===== config.mk =====
export PLATFORM = sky130hd
export DESIGN_NAME = serial_sub_32bit
export DESIGN_NICKNAME = d
export VERILOG_FILES = /design/src/rtl/serial_sub_32bit_pkg.sv /design/src/rtl/serial_sub_32bit_sub_8bit.sv /design/src/rtl/serial_sub_32bit.sv
export SDC_FILE = /design/constraint.sdc
export NUM_CORES = 1
export LEC_CHECK = 0
export ABC_AREA = 1
export ABC_CLOCK_PERIOD_IN_PS = 3700
export CAP_MARGIN = 30
export CORE_MARGIN = 2
export CORE_UTILIZATION = 35
export CTS_CLUSTER_SIZE = 24
export DETAILED_ROUTE_END_ITERATION = 10
export GPL_TIMING_DRIVEN = 0
export HOLD_SLACK_MARGIN = 0.06
export PLACE_DENSITY = 0.63
export REMOVE_ABC_BUFFERS = 1
export SETUP_SLACK_MARGIN = 0.5
export SLEW_MARGIN = 25
export SYNTH_ARGS = -nofsm -noshare
export SYNTH_HDL_FRONTEND = slang
export SYNTH_HIERARCHICAL = 1
export SYNTH_SLANG_ARGS = --single-unit

===== constraint.sdc =====
create_clock -name clock -period 3.7 [get_ports clock]
set_clock_uncertainty 0.05 [all_clocks]
set_input_delay 0.925 -clock clock [delete_from_list [all_inputs] [get_ports clock]]
set_output_delay 0.925 -clock clock [all_outputs]
set_load 0.1 [all_outputs]

===== src/rtl/serial_sub_32bit_pkg.sv =====
// Shared constants and FSM encoding for the slice-serial subtractor.
package serial_sub_32bit_pkg;

    // Default operand width and bits processed per clock.
    localparam int DEF_WIDTH = 32;
    localparam int DEF_SLICE = 8;

    // Controller states: waiting for a request, or stepping through slices.
    typedef enum logic [0:0] {
        IDLE = 1'b0,
        RUN  = 1'b1
    } state_t;

endpackage


===== src/rtl/serial_sub_32bit_sub_8bit.sv =====
// Combinational slice subtractor: d = x - y - bi, bo set when the result went negative.
module sub_8bit
    import serial_sub_32bit_pkg::*;
#(
    parameter int W = DEF_SLICE
) (
    input  logic [W-1:0] x,
    input  logic [W-1:0] y,
    input  logic         bi,
    output logic [W-1:0] d,
    output logic         bo
);

    // One extra bit captures the borrow out of the top of the slice.
    logic [W:0] res;

    assign res = {1'b0, x} - {1'b0, y} - {{W{1'b0}}, bi};
    assign d   = res[W-1:0];
    assign bo  = res[W];

endmodule


===== src/rtl/serial_sub_32bit.sv =====
// Multi-cycle subtractor: computes a - b - bin one SLICE-bit slice per clock,
// LSB slice first, rippling the borrow between slices through a register.
module serial_sub_32bit
    import serial_sub_32bit_pkg::*;
#(
    parameter int WIDTH = DEF_WIDTH,
    parameter int SLICE = DEF_SLICE
) (
    input  logic             clock,
    input  logic             reset,
    input  logic             start,
    input  logic [WIDTH-1:0] a,
    input  logic [WIDTH-1:0] b,
    input  logic             bin,
    output logic             busy,
    output logic             done,
    output logic [WIDTH-1:0] diff,
    output logic             borrow,
    output logic             overflow
);

    localparam int NSLICE = WIDTH / SLICE;
    localparam int IDX_W  = (NSLICE > 1) ? $clog2(NSLICE) : 1;
    localparam logic [IDX_W-1:0] LAST_IDX = IDX_W'(NSLICE - 1);

    state_t             state_reg;
    state_t             state_next;
    logic [IDX_W-1:0]   idx_reg;
    logic [WIDTH-1:0]   a_reg;
    logic [WIDTH-1:0]   b_reg;
    logic [WIDTH-1:0]   diff_reg;
    logic               chain_reg;     // borrow feeding the current slice
    logic               borrow_reg;
    logic               overflow_reg;
    logic               done_reg;

    logic [SLICE-1:0]   slice_x;
    logic [SLICE-1:0]   slice_y;
    logic [SLICE-1:0]   slice_d;
    logic               slice_bo;
    logic               last_slice;

    // Select the operand slice addressed by the running index.
    assign slice_x    = a_reg[idx_reg*SLICE +: SLICE];
    assign slice_y    = b_reg[idx_reg*SLICE +: SLICE];
    assign last_slice = (idx_reg == LAST_IDX);

    sub_8bit #(
        .W (SLICE)
    ) u_slice (
        .x  (slice_x),
        .y  (slice_y),
        .bi (chain_reg),
        .d  (slice_d),
        .bo (slice_bo)
    );

    // State register.
    always_ff @(posedge clock or posedge reset) begin
        if (reset) begin
            state_reg <= IDLE;
        end else begin
            state_reg <= state_next;
        end
    end

    // Next state: start is only honoured from IDLE; RUN ends after the last slice.
    always_comb begin
        state_next = state_reg;
        case (state_reg)
            IDLE:    if (start)      state_next = RUN;
            RUN:     if (last_slice) state_next = IDLE;
            default:                 state_next = IDLE;
        endcase
    end

    // Status outputs derived from the state.
    always_comb begin
        busy = (state_reg == RUN);
    end

    // Operand capture, slice stepping and result/flag registers.
    always_ff @(posedge clock or posedge reset) begin
        if (reset) begin
            idx_reg      <= '0;
            a_reg        <= '0;
            b_reg        <= '0;
            diff_reg     <= '0;
            chain_reg    <= 1'b0;
            borrow_reg   <= 1'b0;
            overflow_reg <= 1'b0;
            done_reg     <= 1'b0;
        end else begin
            done_reg <= 1'b0;
            case (state_reg)
                IDLE: begin
                    if (start) begin
                        a_reg     <= a;
                        b_reg     <= b;
                        chain_reg <= bin;   // slice 0 borrows from bin
                        idx_reg   <= '0;
                    end
                end
                RUN: begin
                    diff_reg[idx_reg*SLICE +: SLICE] <= slice_d;
                    chain_reg <= slice_bo;
                    if (last_slice) begin
                        idx_reg      <= '0;
                        done_reg     <= 1'b1;
                        borrow_reg   <= slice_bo;
                        // slice_d's top bit is the result sign being written now.
                        overflow_reg <= (a_reg[WIDTH-1] != b_reg[WIDTH-1]) &&
                                        (slice_d[SLICE-1] != a_reg[WIDTH-1]);
                    end else begin
                        idx_reg <= idx_reg + 1'b1;
                    end
                end
                default: ;
            endcase
        end
    end

    assign done     = done_reg;
    assign diff     = diff_reg;
    assign borrow   = borrow_reg;
    assign overflow = overflow_reg;

endmodule


# --- Word-level counts from Yosys, hierarchy flattened ---
# Index checks and enable logic that the tools add are counted.
classes:
  n_shift: 4
  add_sub_neg: 4
  n_reduce_logical: 3
  n_eq_ne: 4
  muxes: 11
  bitwise: 1
ops:
  columns: ["operator", "count"]
  rows:
  - ["32-bit by 6-bit indexed part select with 8-bit output", 2]
  - ["5-bit negation with 34-bit output", 1]
  - ["8-bit by 34-bit variable shift with 32-bit output, first input constant", 1]
  - ["8-bit by 34-bit indexed part select with 32-bit output", 1]
  - ["32-bit bitwise mux", 1]
  - ["8-bit by 8-bit subtractor with 9-bit output", 1]
  - ["9-bit by 1-bit subtractor with 9-bit output", 1]
  - ["1-bit two-way mux", 5]
  - ["2-bit two-way mux", 2]
  - ["1-bit one-hot mux with 2 select lines", 2]
  - ["2-bit one-hot mux with 2 select lines", 1]
  - ["2-bit AND reduction", 2]
  - ["2-bit by 1-bit adder with 2-bit output, second input constant", 1]
  - ["2-bit == test, second input constant", 1]
  - ["1-bit inequality test", 2]
  - ["2-bit inequality test, second input constant", 1]
  - ["1-bit logical AND", 1]
  - ["1-bit inverter", 1]
word_totals:
  inputBits: 68
  word_cells: 36
  ff_bits: 103
  output_inout_bits: 36

# --- Longest topological paths before layout ---
logic_depth:
  word_depth: 5
  depth_mapped: 21
  ltp_nobuf: 19

# --- By module ---
# Netlist, hierarchy kept.
by_module_without_submodules:
  columns: ["module", "n_inst", "area_per_inst_um2", "seq_area_each_um2", "cells_each"]
  rows:
  - ["serial_sub_32bit", 1, 4670.7, 2577.5, 574]
  - ["sub_8bit", 1, 576.8, 0.0, 100]

# --- Worst setup path before layout ---
# OpenSTA, ideal clock, no wires.
synth_path:
  path_type: "register to register"
  start: "register idx_reg[1]"
  end: "register diff_reg[31], in the netlist diff[31]"
  t_required_ns: 3.582
  arrival_time_ns: 2.502
  stages_incl_launch_ff: 19
  path_slack_ns: 1.080
  path_buffers: 2
  setup_ns: 0.068
  synth_period_minus_slack_ns: 2.620
  path_cell_list: "dfrtp_1 buf_2 inv_2 buf_4 o211ai_1 nand2_1 inv_1 fa_1 inv_1 ha_1 o21ai_2 nand2_1 nand2_1 nand3_1 nand2_1 nand2_1 nor2_1 nand2_1 nand2_1"
synth_via:
  elab_chain_cells: 5
  word_cells_on_any_way: 8
  cone_classes: "3 x add/sub; 4 x shift; 1 x mux"
synth_lines:
  columns: ["element", "line_no", "source"]
  rows:
  - ["start: declaration", "serial_sub_32bit.sv:28", "logic [IDX_W-1:0] idx_reg;"]
  - ["start signal: assignment", "serial_sub_32bit.sv:115", "idx_reg <= idx_reg + 1'b1;"]
  - ["32-bit by 6-bit indexed part select with 8-bit output", "serial_sub_32bit.sv:45", "assign slice_y = b_reg[idx_reg*SLICE +: SLICE];"]
  - ["net slice_y[0]", "serial_sub_32bit.sv:38", "logic [SLICE-1:0] slice_y;"]
  - ["8-bit by 8-bit subtractor with 9-bit output", "serial_sub_32bit_sub_8bit.sv:17", "assign res = {1'b0, x} - {1'b0, y} - {{W{1'b0}}, bi};"]
  - ["9-bit by 1-bit subtractor with 9-bit output", "serial_sub_32bit_sub_8bit.sv:17", null]
  - ["net slice_d[7]", "serial_sub_32bit.sv:39", "logic [SLICE-1:0] slice_d;"]
  - ["8-bit by 34-bit indexed part select with 32-bit output", "serial_sub_32bit.sv:105", "diff_reg[idx_reg*SLICE +: SLICE] <= slice_d;"]
  - ["32-bit bitwise mux", "serial_sub_32bit.sv:105", null]
  - ["end signal: indexed assignment", "serial_sub_32bit.sv:105", null]
  - ["end: declaration", "serial_sub_32bit.sv:31", "logic [WIDTH-1:0] diff_reg;"]
# The timed path passes the listed nets, and every way through them passes these cells.
# A chain may end at the register's enable or synchronous reset.

# --- Worst setup path after layout ---
layout_path:
  start: "register state_reg, in the netlist busy"
  end: "output port busy"
layout_rtl:
  columns: ["element", "line_no", "source"]
  rows:
  - ["start: declaration", "serial_sub_32bit.sv:26", "state_t state_reg;"]
  - ["start signal: assignment", "serial_sub_32bit.sv:63", "state_reg <= state_next;"]
  - ["end: declaration", "serial_sub_32bit.sv:15", "output logic busy,"]
# No word-level cell between the ends.

==> results list <==
- The flow ran to the end, and the final reports show no timing, DRC or antenna violations.
* Worst slack at placement: 39.28 ps
- Final Worst Setup Slack: 629.5 ps
- Antenna fix cells: 0
- Clock tree from TritonCTS: done
- Top cells by area, synth: sky130_fd_sc_hd__dfrtp_1 (49%), sky130_fd_sc_hd__nand2_1 (23%), sky130_fd_sc_hd__inv_1 (4.9%)
- CTS Sinks: 103
* Capturing element type of the critical path: output port
- Once layout is complete, the cells apart from fillers number 953.
- The count of pins over their slew limit is 0.
* Number of failing hold endpoints at the final stage: 0
- The Yosys step of the flow raised 6 warnings.
- Row generation in the floorplan step produced 44 rows.
* Required time of the critical path: 2720 ps
* Height of the die: 126.4 µm
- Cell chain of the critical path: dlygate4sd2_1
- Minimum setup slack among reg-to-reg paths: 720 ps
* Reg2reg start: idx_reg[0]
* Clock buffers created by TritonCTS: 9
- The first global-routing pass estimated 20,140 µm of wire.
- The first detailed-routing pass took 4 iterations.
* Slowest Stage Delay on Critical Path: 930 ps
- Slowest stage cell, crit path: sky130_fd_sc_hd__dlygate4sd2_1
- The core region is 0.01459 mm².
- Clock H-tree levels: 3
* Final routed wire length divided by cell count: 12.24 µm
- Max-slew headroom: 0.3418
* Hold bufs inserted after CTS: 0
* Cell count of the worst hold path: 2
- Worst Hold Endpoint: a_reg[25]
* Delay-heaviest family, CP: buffers and inverters
* Worst setup path category: reg2out
- Pin count of the biggest net entering global routing: 89
- The initial utilization of the core area, before any placement, comes to 0.3597.
* RSZ-0062 raised after global routing: yes
- In the routed layout, each cell is associated on average with a via count of 4.551.
- The mapped netlist covers 0.005248 mm².
- Of the post-synthesis cell area, the dominant cell type holds 0.4912.
* Worst reg2reg path depth: 15
* Post-route setup TNS: 0 ps
* Weighted congestion at the end of routability-driven global placement: 0.7910
- After the first detailed-routing iteration, the DRC count stood at 240.
- After technology mapping, the gate count stands at 674.
- Final clock period utilization by the worst path: 0.8299
- Minimum period implied by the final worst setup slack: 3070 ps
- The clock passes through at most 2 buffers.
- Buffers placed on the I/O ports in this run total 103.
* Transition time of the tightest slew-check pin: 984.3 ps
- Kind of launch point of the worst setup path: flip-flop
- In the routed design, unresolved DRC markers number 0.
* Number of library cell types mapped by synthesis: 27
- Of the cells placed in the final design, the portion with a size suffix greater than 1 is 0.04551.
- Counting both buffers and inverters, the worst setup path holds a total of 1.
* Class of the most critical hold timing path: reg2reg
- A synthesized cell averages 7.786 µm².
- Area growth, synth to finish: 29.69%
* Worst skew pair latency: 350 ps
- Counting tap cells, the placed design contains a total of 934 instances.
* Remaining Overflow, GRT: 0
- For this block, the via count after detailed routing is 4,337.
- Endpoint arrival time on the critical path: 2100 ps
- Timing would allow up to 0.3257 GHz.
- Nets@finish: 854
- Seq cells post-synth: 103
- Top cell type by total area after synthesis: sky130_fd_sc_hd__dfrtp_1
- Summed over all layers, the routed wires come to 11,670 µm.
* Total setup violations reported at the end of the flow: 0
* Worst slack on hold paths: 414.1 ps
* Antenna violations before repair: 0
* Total global-route track usage: 0.1559
- Terminus of the critical flop-to-flop path: diff[27]
- Critical Path Fanout Max: 17
* Clock transition at the register clock pins on the worst setup and hold paths after CTS: 70 ps
* Residual antenna-violating net count after detailed routing: 0
- The library cells used most frequently in the layout, excluding fill and tap cells, are sky130_fd_sc_hd__nand2_1 (314), sky130_fd_sc_hd__clkdlybuf4s50_1 (102), sky130_fd_sc_hd__dfrtp_1 (101).
* Hold Startpoint: a_reg[25]
- Max-cap violations in this run came to 0.
- Most common cell after layout, fill and taps aside: sky130_fd_sc_hd__nand2_1
* Number of global-route vias before repair: 4,244
- Detailed placement finished with a half-perimeter wire length of 8046 µm.
* Horizontal die dimension: 126.4 µm
- Root buffer cell: sky130_fd_sc_hd__clkbuf_16
- In this run the count of I/O pins placed on the die edge is 104.
- The floorplan step defined a die boundary enclosing 0.01599 mm².
- Of the synthesized area, sequential elements account for 0.4912.
==> worst max-delay path by stage <==
| stage | from | to | slack, ps | cells after the start |
|---|---|---|---|---|
| floorplan | reset | a_reg[0] | 20 | 1 |
| global placement | reset | b_reg[6] | -1580 | 2 |
| detailed placement | idx_reg[0] | diff[31] | 40 | 16 |
| CTS | idx_reg[1] | diff[31] | 530 | 16 |
| global route | idx_reg[0] | diff[27] | 490 | 15 |
| finish | busy | busy | 630 | 1 |
==> stage by stage <==
| stage | util | cell area [µm²] |
|---|---|---|
| 2_1_floorplan | - | 5065 |
| 3_3_place_gp | 0.4336 | 6326 |
| 3_5_place_dp | 0.4369 | 6374 |
| 4_1_cts | 0.4613 | 6730 |
| 5_1_grt | 0.4665 | 6805 |
| 6_report | 0.4665 | 6805 |
==> cells in the mapped netlist (all sizes together) <==
cell type / number
ha: 19
xor2: 3
o211ai: 22
inv: 72
nor2: 38
a21oi: 2
buf: 28
nand3: 14
fa: 2
nand2: 316
clkbuf: 1
dfrtp: 103
nand3b: 2
xnor2: 1
o21bai: 1
nand4: 8
o22ai: 1
o21ai: 41
==> worst min-delay path, cell delays in order, from the launching register on <==
cell                      delay [ps]
sky130_fd_sc_hd__dfrtp_1         340
sky130_fd_sc_hd__nand2_1          50
sky130_fd_sc_hd__nand2_1          40
==> what timing repair did <==
| item | in CTS | in global routing |
|---|---|---|
| endpoints found under the setup margin | 34 | 16 |
| pin swaps | 0 | 0 |
| resized for setup | 6 | 10 |
| setup buffers | 0 | 3 |
| endpoints found under the hold margin | 0 | 0 |
==> cell families (layout without fill, tap and decap cells) <==
kind of cell    after synthesis  in the layout  share of synthesized area
compound gates               67             67                    0.07797
xor+xnor                      4              4                   0.006677
fa+ha+maj                    21             21                    0.05293
buf+inv                     101            196                    0.08631
flops                       103            103                     0.4912
simple gates                378            378                     0.2849
==> area by class of cell <==
cell class,instances,area (µm²)
clock buffers,12,256.5
clock inverters,3,90.09
fillers,1506,7784
inverters,72,309.0
multi-input cells,470,2222
flip-flops and latches,103,2582
well taps,184,230.2
repair buffers,109,1115
==> routing by layer <==
| metal | track usage | routed length [µm] | share of wire |
|---|---|---|---|
| met1 | 0.2097 | 5743 | 0.49 |
| met2 | 0.2457 | 5265 | 0.45 |
| met3 | 0.02868 | 486 | 0.042 |
| met4 | 0.07046 | 170 | 0.015 |
| met5 | 0 | 0 | 0 |
Power is left out: the tool's default activity adds up to more than one toggle a clock period on the data nets, which glitch-free logic cannot reach.
